`config.mk`:
```
export PLATFORM = sky130hd
export DESIGN_NAME = ldl_parity_arb
export DESIGN_NICKNAME = d
export VERILOG_FILES = /design/src/rtl/ldl_parity_arb.sv
export SDC_FILE = /design/constraint.sdc
export NUM_CORES = 1
export LEC_CHECK = 0
export ABC_AREA = 1
export ABC_CLOCK_PERIOD_IN_PS = 1900
export CORE_AREA = 2 2 519 521
export DETAILED_ROUTE_END_ITERATION = 7
export DIE_AREA = 0 0 521 523
export PLACE_DENSITY_LB_ADDON = 0.05
export SYNTH_ARGS = -nofsm -noshare
export SYNTH_HDL_FRONTEND = slang
export SYNTH_SLANG_ARGS = --single-unit
```
`constraint.sdc`:
```
create_clock -name clk -period 1.9 [get_ports clk]
set_input_delay 0.38 -clock clk [delete_from_list [all_inputs] [get_ports clk]]
set_output_delay 0.38 -clock clk [all_outputs]
set_load 0.005 [all_outputs]
```
`src/rtl/ldl_parity_arb.sv`:
```
// Packet-granular round-robin arbiter in front of one shared byte-parity checker.
// The grant is held from the first beat to EOP, then the checker's error flag is
// sampled for one cycle and reported with the source id. A sticky error flag is
// kept for each source.
module ldl_parity_arb #(
  parameter int unsigned NUM_SRC    = 4,
  parameter int unsigned DATA_WIDTH = 256,
  parameter int unsigned BYTE_NUM   = DATA_WIDTH / 8,
  parameter int unsigned BN_W       = $clog2(BYTE_NUM),
  parameter int unsigned ID_W       = $clog2(NUM_SRC)
) (
  input  logic                          clk,
  input  logic                          rst,
  input  logic [NUM_SRC-1:0]            s_valid,
  output logic [NUM_SRC-1:0]            s_ready,
  input  logic [NUM_SRC*DATA_WIDTH-1:0] s_data,
  input  logic [NUM_SRC*BN_W-1:0]       s_bnum,
  input  logic [NUM_SRC-1:0]            s_eop,
  output logic                          m_valid,
  output logic [DATA_WIDTH-1:0]         m_data,
  output logic [BN_W-1:0]               m_bnum,
  output logic                          m_eop,
  output logic [ID_W-1:0]               m_src,
  input  logic                          chk_err,
  output logic                          res_valid,
  output logic [ID_W-1:0]               res_src,
  output logic                          res_err,
  output logic [NUM_SRC-1:0]            err_flag,
  input  logic [NUM_SRC-1:0]            err_clr
);

  typedef enum logic [1:0] {StIdle, StBusy, StCheck} state_e;

  state_e             state_q, state_d;
  logic [ID_W-1:0]    grant_q, grant_d;
  logic [ID_W-1:0]    last_q, last_d;
  logic [ID_W-1:0]    rr_pick;
  logic               rr_found;
  logic [NUM_SRC-1:0] err_flag_q, err_flag_d, err_set;

  // Round-robin search: first requester at or after last_q + 1, wrapping.
  always_comb begin
    int unsigned idx;
    rr_found = 1'b0;
    rr_pick  = '0;
    idx      = 0;
    for (int unsigned k = 1; k <= NUM_SRC; k++) begin
      idx = (32'(last_q) + k) % NUM_SRC;
      if (!rr_found && s_valid[idx]) begin
        rr_found = 1'b1;
        rr_pick  = ID_W'(idx);
      end
    end
  end

  // Next-state logic and all datapath/handshake outputs.
  always_comb begin
    state_d   = state_q;
    grant_d   = grant_q;
    last_d    = last_q;
    s_ready   = '0;
    m_valid   = 1'b0;
    m_data    = '0;
    m_bnum    = '0;
    m_eop     = 1'b0;
    m_src     = '0;
    res_valid = 1'b0;
    res_src   = '0;
    res_err   = 1'b0;
    unique case (state_q)
      StIdle: begin
        if (rr_found) begin
          grant_d = rr_pick;
          state_d = StBusy;
        end
      end
      StBusy: begin
        s_ready[grant_q] = 1'b1;
        m_valid          = s_valid[grant_q];
        m_data           = s_data[grant_q*DATA_WIDTH +: DATA_WIDTH];
        m_bnum           = s_bnum[grant_q*BN_W +: BN_W];
        m_eop            = s_eop[grant_q];
        m_src            = grant_q;
        // A stalled source keeps the grant; only an accepted EOP releases it.
        if (s_valid[grant_q] && s_eop[grant_q]) begin
          state_d = StCheck;
        end
      end
      StCheck: begin
        // The checker's flag is valid exactly one cycle after the EOP beat.
        res_valid = 1'b1;
        res_src   = grant_q;
        res_err   = chk_err;
        last_d    = grant_q;
        state_d   = StIdle;
      end
      default: state_d = StIdle;
    endcase
  end

  // Sticky error flags; a new error beats a simultaneous clear.
  always_comb begin
    for (int unsigned i = 0; i < NUM_SRC; i++) begin
      err_set[i] = res_valid && res_err && (res_src == ID_W'(i));
    end
    err_flag_d = (err_flag_q & ~err_clr) | err_set;
  end

  assign err_flag = err_flag_q;

  // State registers; last_q resets to the top source so source 0 wins first.
  always_ff @(posedge clk or negedge rst) begin
    if (!rst) begin
      state_q    <= StIdle;
      grant_q    <= '0;
      last_q     <= ID_W'(NUM_SRC - 1);
      err_flag_q <= '0;
    end else begin
      state_q    <= state_d;
      grant_q    <= grant_d;
      last_q     <= last_d;
      err_flag_q <= err_flag_d;
    end
  end

endmodule

```
==> flow_metrics.env, run 1 <==
export IMPL_drive_above_1_share=0.4514
export IMPL_synth_nets=2655
export IMPL_routedWlPerCell_microns=28.29
export IMPL_holdCritPathClass="in2async"
export IMPL_r2r_cells=11
export IMPL_yosys_warnings=0
export IMPL_hold_violations=0
export IMPL_vias=19800
export IMPL_setup_viol=267
export IMPL_ir_drop_mv=0.5284
export IMPL_grt_antenna_before_repair=138
export IMPL_rrSetupSlack_ps=40
export IMPL_syn_avg_cell_area_sq_um=6.150
export IMPL_drtAntennaViolNets=0
export IMPL_ys_async_sr_fraction=1.000
export IMPL_path_class="reg2out"
export IMPL_final_setup_tns_ps=-138520
export IMPL_post_place_ws_ps=-1307
export IMPL_synth_top_family_by_area="compound AO/OA/AOI/OAI gates"
export IMPL_cts_hold_buf=0
export IMPL_via_per_inst=2.849
export IMPL_synth_seq_cells=10
export IMPL_portBuffers=1335
export IMPL_tightest_slew_ps=436.9
export IMPL_finalCritPeriodShare=1.361
export IMPL_synth_adder_area_share=0
export IMPL_skew_ps=15.51
export IMPL_clkSinkCount=10
export IMPL_start_kind="register"
export IMPL_numCtsBuffers=3
export IMPL_cts_tree="done"
export IMPL_p_leak_nw=12.90
export IMPL_seq_area_sq_um=257.7
export IMPL_clk_pin_slew_ps=60
export IMPL_synthXorXnorAreaFrac=0
export IMPL_drc=0
export IMPL_place_gp_congestion=0.7548
export IMPL_maxCapViolations=0
export IMPL_setup_slack_ps=-685.4
export IMPL_drt_initial_drc_count=595
export IMPL_grt_pass1_vias=20020
export IMPL_clockRootBuffer="clkbuf_16"
export IMPL_report_final_slew_viol_count=0
export IMPL_netlist_top_cells_count="nor2_1, o21ai_0, a22oi_2"
export IMPL_synth_compound_area_frac=0.6352
export IMPL_r2r_start="grant_q[0]$_DFFE_PN0P_"
export IMPL_yosysMostFrequentCell="nor2_1"
export IMPL_synthCells=1596
export IMPL_synth_mux_area_frac=0
export IMPL_multiInputGateArea_sq_um=9967
export IMPL_syn_to_final_growth_pct=259.6
export IMPL_grt_total_usage=0.1262
export IMPL_seq_area_frac_synth=0.02575
export IMPL_dieHeight_microns=523
export IMPL_fp_row_count=190
export IMPL_start_util=0.03677
export IMPL_dr_pass1_iters=4
export IMPL_overflow=0
export IMPL_arrival_ps=2210
export IMPL_outcome="complete, but fails checks"
export IMPL_synth_top_area_frac=0.2422
export IMPL_ys_types=27
export IMPL_netlist_area_sq_um=9816
export IMPL_dp_hpwl_microns=160600
export IMPL_grt_pass1_wl_microns=225700
export IMPL_clkLatencyLatePin_ps=250
export IMPL_critical_path_required_ps=1520
export IMPL_end_kind="output pin"
export IMPL_synth_simple_gate_area_frac=0.2305
export IMPL_htreeDepth=1
export IMPL_yosys_area_top_type="a22oi_2"
export IMPL_nets=4432
export IMPL_fmax_mhz=386.8
export IMPL_grt_max_degree=71
export IMPL_synth_edf_count=0
export IMPL_worstPathMaxFanout=6
export IMPL_r2r_end="state_q[0]$_DFFE_PN0P_"
export IMPL_ios=1336
export IMPL_core_area_sq_um=267000
export IMPL_routed_wl_microns=196600
export IMPL_die_w_microns=521
export IMPL_violations="negative setup slack"
export IMPL_fin_crit_ps=2585
export IMPL_clock_path_buffers=2
export IMPL_maxSlewHeadroom=0.7057
export IMPL_power_density_nw_per_um2=1479
export IMPL_fill_cells=30700
export IMPL_yosys_top_cells_area="a22oi_2, nor2_1, a21oi_2"
export IMPL_dieArea_sq_um=272500
export IMPL_synthFlopType="dfrtp_1"
export IMPL_rsz0062_at_grt="yes"
[cell usage in the layout, fill, tap and decap left out, types with 70 or more instances in the layout]
cell,count
clkdlybuf4s50_1,1062
nor2_1,422
buf_4,333
a22oi_2,250
a21oi_2,197
buf_6,116
buf_2,113
buf_12,102
o21ai_0,96
o21ai_1,94
clkbuf_2,70
[per-layer routing]
| metal | routed length (microns) | GRT usage | part of all wire | vias up |
|---|---|---|---|---|
| met3 | 16640 | 0.05003 | 0.085 | 225 |
| met5 | 721 | 0 | 0.0037 | - |
| met1 | 83720 | 0.1524 | 0.43 | 9207 |
| met4 | 1994 | 0.01083 | 0.010 | 110 |
| li1 | - | - | - | 9316 |
| met2 | 93530 | 0.2173 | 0.48 | 945 |
[critical path, cell delays in order (launching register included)]
cell and delay, ps:
dfrtp_4 430, buf_12 150, clkinv_16 70, nand2_8 100
clkinv_16 100, buf_12 150, buf_16 140, buf_16 140
buf_12 130, buf_8 120, a22oi_2 130, a21oi_2 100
buf_12 140
[power by group]
| group | internal [W] | total, W | switching [W] |
|---|---|---|---|
| combinational | 0.0255 | 0.0513 | 0.0259 |
| clock | 0.000320 | 0.000465 | 0.000145 |
| sequential | 0.000301 | 0.000382 | 0.0000809 |
[worst max-delay path by stage]
| stage | endpoint | from |
|---|---|---|
| global route | m_data[161] | grant_q[0]$_DFFE_PN0P_ |
| CTS | m_data[143] | grant_q[0]$_DFFE_PN0P_ |
| floorplan | m_data[145] | grant_q[0]$_DFFE_PN0P_ |
| detailed placement | m_data[151] | grant_q[0]$_DFFE_PN0P_ |
| finish | m_data[99] | grant_q[0]$_DFFE_PN0P_ |
| global placement | m_data[153] | grant_q[0]$_DFFE_PN0P_ |
[area by class of cell]
class,count,area share
antenna,27,0.001914
clock buffer,4,0.002517
inverter,22,0.004751
multi-input combinational,1390,0.2824
sequential,10,0.007303
tap,3552,0.1259
timing repair buffer,1944,0.5743
timing repair inverter,2,0.0009218
[sequential cells by signal, summed over array words and instances, names as in the netlist]
register and cells:
err_flag 4, grant_q 2, last_q 2, state_q 2
[through the flow]
stage / total power, W / instance area, sq um / instances / hold slack [ps] / util
2_1_floorplan: 0.01525 / 9816 / 1596 / 84.41 / -
3_3_place_gp: 0.04024 / 29890 / 6618 / 534.5 / 0.1120
3_5_place_dp: 0.03977 / 29890 / 6618 / 534.9 / 0.1120
4_1_cts: 0.04265 / 30830 / 6654 / 443.9 / 0.1155
5_1_grt: 0.05585 / 35250 / 6932 / 475.3 / 0.1320
6_report: 0.05218 / 35290 / 6951 / 429.7 / 0.1322
[timing repair]
| item | CTS | global route |
|---|---|---|
| setup endpoints to repair | 275 | 276 |
| cloned | 10 | 41 |
| buffers inserted | 23 | 257 |
| gates resized for setup | 425 | 1270 |
| pin swaps | 18 | 320 |
[logic make-up (layout without fill, tap and decap cells)]
| kind of cell | Yosys count | after routing |
|---|---|---|
| flip-flops | 10 | 10 |
| buffers and inverters | 196 | 1972 |
| AO/OA/AOI/OAI | 795 | 795 |
| AND/OR/NAND/NOR | 595 | 595 |
| other | 0 | 27 |
Note: power is estimated with default switching activity, not from simulation.
==> inputs of run 2 (changes only) <==
--- a/config.mk
+++ b/config.mk
@@ -10,6 +10,7 @@
 export CORE_AREA = 2 2 519 521
 export DETAILED_ROUTE_END_ITERATION = 7
 export DIE_AREA = 0 0 521 523
+export GPL_TIMING_DRIVEN = 0
 export PLACE_DENSITY_LB_ADDON = 0.05
 export SYNTH_ARGS = -nofsm -noshare
 export SYNTH_HDL_FRONTEND = slang
==> run 2 against run 1 <==
The run still ends with negative setup slack left. Sequential cell count did not move. Combinational power decreased by 11%. Cell count decreased by 3.1%. Register-to-register slack got worse by 130 ps. Largest power group unchanged.
==> flow_metrics.env, run 2 (same netlist as run 1, synthesis figures left out) <==
export IMPL_hold_slack_ps=521.5
export IMPL_dr_pass1_iters=4
export IMPL_core_area_sq_um=267000
export IMPL_nets=4206
export IMPL_drc=0
export IMPL_violations="negative setup slack"
export IMPL_dieArea_sq_um=272500
export IMPL_maxSlewHeadroom=0.4843
export IMPL_final_setup_tns_ps=-155850
export IMPL_arrival_ps=2330
export IMPL_path_buf_inv=5
export IMPL_crit_start="grant_q[0]$_DFFE_PN0P_"
export IMPL_die_w_microns=521
export IMPL_maxCapViolations=0
export IMPL_grt_total_usage=0.1365
export IMPL_r2r_cells=12
export IMPL_r2r_end="state_q[0]$_DFFE_PN0P_"
export IMPL_start_kind="register"
export IMPL_clk_pin_slew_ps=50
export IMPL_vias=19030
export IMPL_dp_hpwl_microns=171300
export IMPL_rrSetupSlack_ps=-90
export IMPL_setup_slack_ps=-805.3
export IMPL_fill_cells=30890
export IMPL_largest_reg_flops=4
export IMPL_report_final_slew_viol_count=0
export IMPL_placed_area_sq_um=27730
export IMPL_numCtsBuffers=3
export IMPL_critical_path_required_ps=1520
export IMPL_cts_tree="done"
export IMPL_clkSinkCount=10
export IMPL_rsz0062_at_grt="yes"
export IMPL_critPathTopFamily="buffers and inverters"
export IMPL_r2r_start="grant_q[0]$_DFFE_PN0P_"
export IMPL_layout_cells_most_common_list="clkdlybuf4s50_1, nor2_1, a22oi_2, a21oi_2, buf_2"
export IMPL_cp_slowest_cell="clkdlybuf4s50_1"
export IMPL_clockRootBuffer="clkbuf_16"
export IMPL_routedWlPerCell_microns=29.51
export IMPL_setup_viol=270
export IMPL_place_gp_congestion=0.7592
export IMPL_fmax_mhz=369.7
export IMPL_power_density_nw_per_um2=1457
export IMPL_layout_commonest_cell="clkdlybuf4s50_1"
export IMPL_via_per_inst=2.826
export IMPL_grt_pass1_wl_microns=241000
export IMPL_post_place_ws_ps=-2479
export IMPL_cp_cell_sequence="buf_12 > clkinv_16 > buf_12 > buf_2 > o21ai_1 > a21oi_2 > clkdlybuf4s50_1"
export IMPL_cp_slowest_stage_delay_ps=560
export IMPL_end_kind="output pin"
export IMPL_overflow=0
export IMPL_skew_ps=0.9568
export IMPL_fp_row_count=190
export IMPL_clkLatencyLatePin_ps=240
export IMPL_clock_path_buffers=2
export IMPL_worstPathMaxFanout=10
export IMPL_grt_max_degree=11
export IMPL_critPathMostFrequentCell="buf_12"
export IMPL_cts_hold_buf=0
export IMPL_syn_to_final_growth_pct=226.1
export IMPL_total_power_w=0.04663
export IMPL_portBuffers=1335
export IMPL_grt_antenna_before_repair=155
export IMPL_dieHeight_microns=523
export IMPL_start_util=0.03677
export IMPL_drt_initial_drc_count=766
export IMPL_tightest_slew_ps=768.4
export IMPL_ir_drop_mv=0.4753
export IMPL_htreeDepth=1
export IMPL_drive_above_1_share=0.3887
export IMPL_p_leak_nw=11.07
export IMPL_outcome="complete, but fails checks"
export IMPL_finalCritPeriodShare=1.424
export IMPL_hold_violations=0
export IMPL_ios=1336
export IMPL_drtAntennaViolNets=0
export IMPL_path_class="reg2out"
export IMPL_fin_area_sq_um=32010
export IMPL_holdCritPathClass="in2async"
export IMPL_routed_wl_microns=198700
export IMPL_fin_crit_ps=2705
export IMPL_grt_pass1_vias=20060
## run 2: per-stage QoR
step | instances | util
after floorplan | 1596 | -
after global placement | 6483 | 0.1035
after detailed placement | 6491 | 0.1039
after CTS | 6633 | 0.1137
after global routing | 6709 | 0.1197
final | 6734 | 0.1199
## run 2: worst max path at each step
stage / endpoint / slack (ps) / depth (start not counted)
final: m_data[14] / -810 / 7
after global routing: m_data[148] / -900 / 13
after CTS: m_data[114] / -970 / 9
after detailed placement: m_data[2] / -2480 / 7
after global placement: m_data[154] / -2810 / 7
after floorplan: m_data[145] / 190 / 9
## run 2: report_power, final
part | internal, W | switching [W]
Clock | 0.000319 | 0.000121
Sequential | 0.000293 | 0.0000582
Combinational | 0.0207 | 0.0252
Total | 0.0213 | 0.0253
## run 2: cell type report
cell class / count / area, sq um / share of cell area
clock buffer: 4 / 88.84 / 0.002776
timing repair buffer: 1562 / 15340 / 0.4793
sequential: 10 / 254.0 / 0.007936
inverter: 22 / 185.2 / 0.005786
buffer: 156 / 2033 / 0.06352
antenna: 36 / 90.09 / 0.002815
multi-input combinational: 1390 / 9539 / 0.2980
tap: 3552 / 4444 / 0.1389
timing repair inverter: 2 / 31.28 / 0.0009773
## run 2: repair_timing
action / in CTS / in global routing
buffers inserted: 129 / 88
cloned: 9 / 9
pin swaps: 108 / 275
setup endpoints to repair: 277 / 275
gates resized for setup: 1640 / 506
## run 2: layer usage
metal,share of wire,vias up,GRT usage
met3,0.095,222,0.05796
li1,-,8876,-
met1,0.41,8837,0.1616
met2,0.48,978,0.2371
met5,0.0038,-,0
met4,0.0080,120,0.009495
==> inputs of run 3 (changes only) <==
--- a/config.mk
+++ b/config.mk
@@ -7,11 +7,13 @@
 export LEC_CHECK = 0
 export ABC_AREA = 1
 export ABC_CLOCK_PERIOD_IN_PS = 1900
-export CORE_AREA = 2 2 519 521
+export CAP_MARGIN = 40
+export CORE_AREA = 8 8 510 512
 export DETAILED_ROUTE_END_ITERATION = 7
-export DIE_AREA = 0 0 521 523
+export DIE_AREA = 0 0 518 520
 export GPL_TIMING_DRIVEN = 0
 export PLACE_DENSITY_LB_ADDON = 0.05
+export SLEW_MARGIN = 20
 export SYNTH_ARGS = -nofsm -noshare
 export SYNTH_HDL_FRONTEND = slang
 export SYNTH_SLANG_ARGS = --single-unit
==> run 3 against run 2 <==
The flow still finishes with violations (negative setup slack). Sequential share of layout area is essentially flat. Via count grew 0.45%. Sequential cell count is the same. Register-to-register slack gained 100 ps. Count of clock-buffer cells in the layout is the same. Die area shrank 1.1%. Critical path type unchanged. Cell count shrank 2.8%. Setup slack lost 11 ps. Highest routed layer unchanged. Clock skew grew 7.1 ps. Critical path depth grew 3. Non-clock buffer count grew 18.
==> flow_metrics.env, run 3 (same netlist as run 1, synthesis figures left out) <==
export IMPL_outcome="complete, but fails checks"
export IMPL_violations="negative setup slack"
export IMPL_largest_reg_flops=4
export IMPL_ir_drop_mv=0.3185
export IMPL_cts_tree="done"
export IMPL_p_leak_nw=11.11
export IMPL_hold_violations=0
export IMPL_dr_pass1_iters=4
export IMPL_holdCritPathClass="reg2reg"
export IMPL_end_kind="output pin"
export IMPL_core_area_sq_um=252300
export IMPL_dieHeight_microns=520
export IMPL_worstPathMaxFanout=10
export IMPL_grt_pass1_vias=20600
export IMPL_drt_initial_drc_count=781
export IMPL_report_final_slew_viol_count=0
export IMPL_cts_hold_buf=0
export IMPL_clk_pin_slew_ps=50
export IMPL_gr_max_usage_layer="met2"
export IMPL_fp_row_count=185
export IMPL_grt_max_degree=11
export IMPL_min_path_cells=2
export IMPL_start_util=0.03890
export IMPL_setup_viol=269
export IMPL_grt_total_usage=0.1384
export IMPL_drive_above_1_share=0.3951
export IMPL_grt_pass1_wl_microns=245700
export IMPL_layout_commonest_cell="clkdlybuf4s50_1"
export IMPL_overflow=0
export IMPL_r2r_cells=12
export IMPL_fmax_mhz=368.1
export IMPL_syn_to_final_growth_pct=223.6
export IMPL_layout_cells_most_common_list="clkdlybuf4s50_1, nor2_1, a22oi_2, a21oi_2, buf_2"
export IMPL_maxCapViolations=0
export IMPL_rsz0062_at_grt="yes"
export IMPL_arrival_ps=2340
export IMPL_via_per_inst=2.920
export IMPL_numCtsBuffers=3
export IMPL_postLayoutCoreUtil=0.1259
export IMPL_final_setup_tns_ps=-148970
export IMPL_hold_slack_ps=544.7
export IMPL_start_kind="register"
export IMPL_drc=0
export IMPL_dp_hpwl_microns=177500
export IMPL_gr_usage_met1=0.1643
export IMPL_power_density_nw_per_um2=1453
export IMPL_dpl_cell_count=6339
export IMPL_place_gp_congestion=0.7975
export IMPL_portBuffers=1335
export IMPL_routedWlPerCell_microns=30.50
export IMPL_setup_slack_ps=-816.7
export IMPL_instances_no_fill=6548
export IMPL_vias=19120
export IMPL_htreeDepth=1
export IMPL_skew_ps=8.052
export IMPL_dieArea_sq_um=269400
export IMPL_maxSlewHeadroom=0.5134
export IMPL_use_met3=0.05123
export IMPL_die_w_microns=518
export IMPL_critical_path_required_ps=1520
export IMPL_drtAntennaViolNets=0
export IMPL_fin_crit_ps=2717
export IMPL_tightest_slew_ps=727.7
export IMPL_grt_antenna_before_repair=149
export IMPL_clkSinkCount=10
export IMPL_finalCritPeriodShare=1.430
export IMPL_clkLatencyLatePin_ps=260
export IMPL_use_met2=0.2476
export IMPL_clockRootBuffer="clkbuf_16"
export IMPL_ios=1336
export IMPL_clock_path_buffers=2
export IMPL_nets=4224
export IMPL_rrSetupSlack_ps=10
export IMPL_path_class="reg2out"
export IMPL_routed_wl_microns=199700
## run 3: through the flow
step / instance area [sq um] / power [W] / worst slack [ps]
final: 31770 / 0.04617 / -816.7
after detailed placement: 27750 / 0.03766 / -1930
after CTS: 30090 / 0.04418 / -952.4
after global routing: 31730 / 0.04976 / -867.0
after floorplan: 9816 / 0.01525 / 189.5
after global placement: 27390 / 0.03736 / -2328
## run 3: layout make-up
class                   instances  area [sq um]
fillers                     29280        220500
repair buffers               1578         15470
diodes                         18         45.04
well taps                    3366          4212
clock buffers                   4         88.84
plain buffers                 158          1966
multi-input cells            1390          9515
repair inverters                2         60.06
flip-flops and latches         10         254.0
inverters                      22         160.2
## run 3: where the power goes
part,internal [W],switching [W]
Clock,0.000320,0.000148
Combinational,0.0207,0.0246
Sequential,0.000292,0.0000667
## run 3: critical path: stages (launching register included)
cell and delay (ps):
dfrtp_1 400, buf_12 160, buf_12 130, nand2_8 70, buf_12 120, inv_16 60
clkbuf_16 190, buf_12 160, a22oi_2 520, a21oi_2 90, clkbuf_2 130
## run 3: worst paths after layout
path / end / start
min reg2reg: err_flag[1]$_DFF_PN0_ / err_flag[1]$_DFF_PN0_
min in group asynchronous: err_flag[3]$_DFF_PN0_ / rst
max reg2reg: state_q[0]$_DFFE_PN0P_ / grant_q[0]$_DFFE_PN0P_
max in group asynchronous: grant_q[1]$_DFFE_PN0P_ / rst
min: err_flag[1]$_DFF_PN0_ / err_flag[1]$_DFF_PN0_
max: m_data[115] / grant_q[0]$_DFFE_PN0P_
## run 3: layer usage
metal / routed length, microns / share of wire
met4: 2614 / 0.013
met2: 97270 / 0.49
met3: 16310 / 0.082
met1: 82760 / 0.41
met5: 770 / 0.0039
## run 3: what timing repair did
action,4_1_cts,5_1_grt
gates cloned,10,11
setup endpoints to repair,276,274
buffers inserted,112,78
gates resized for setup,1527,563
pin swaps,115,272
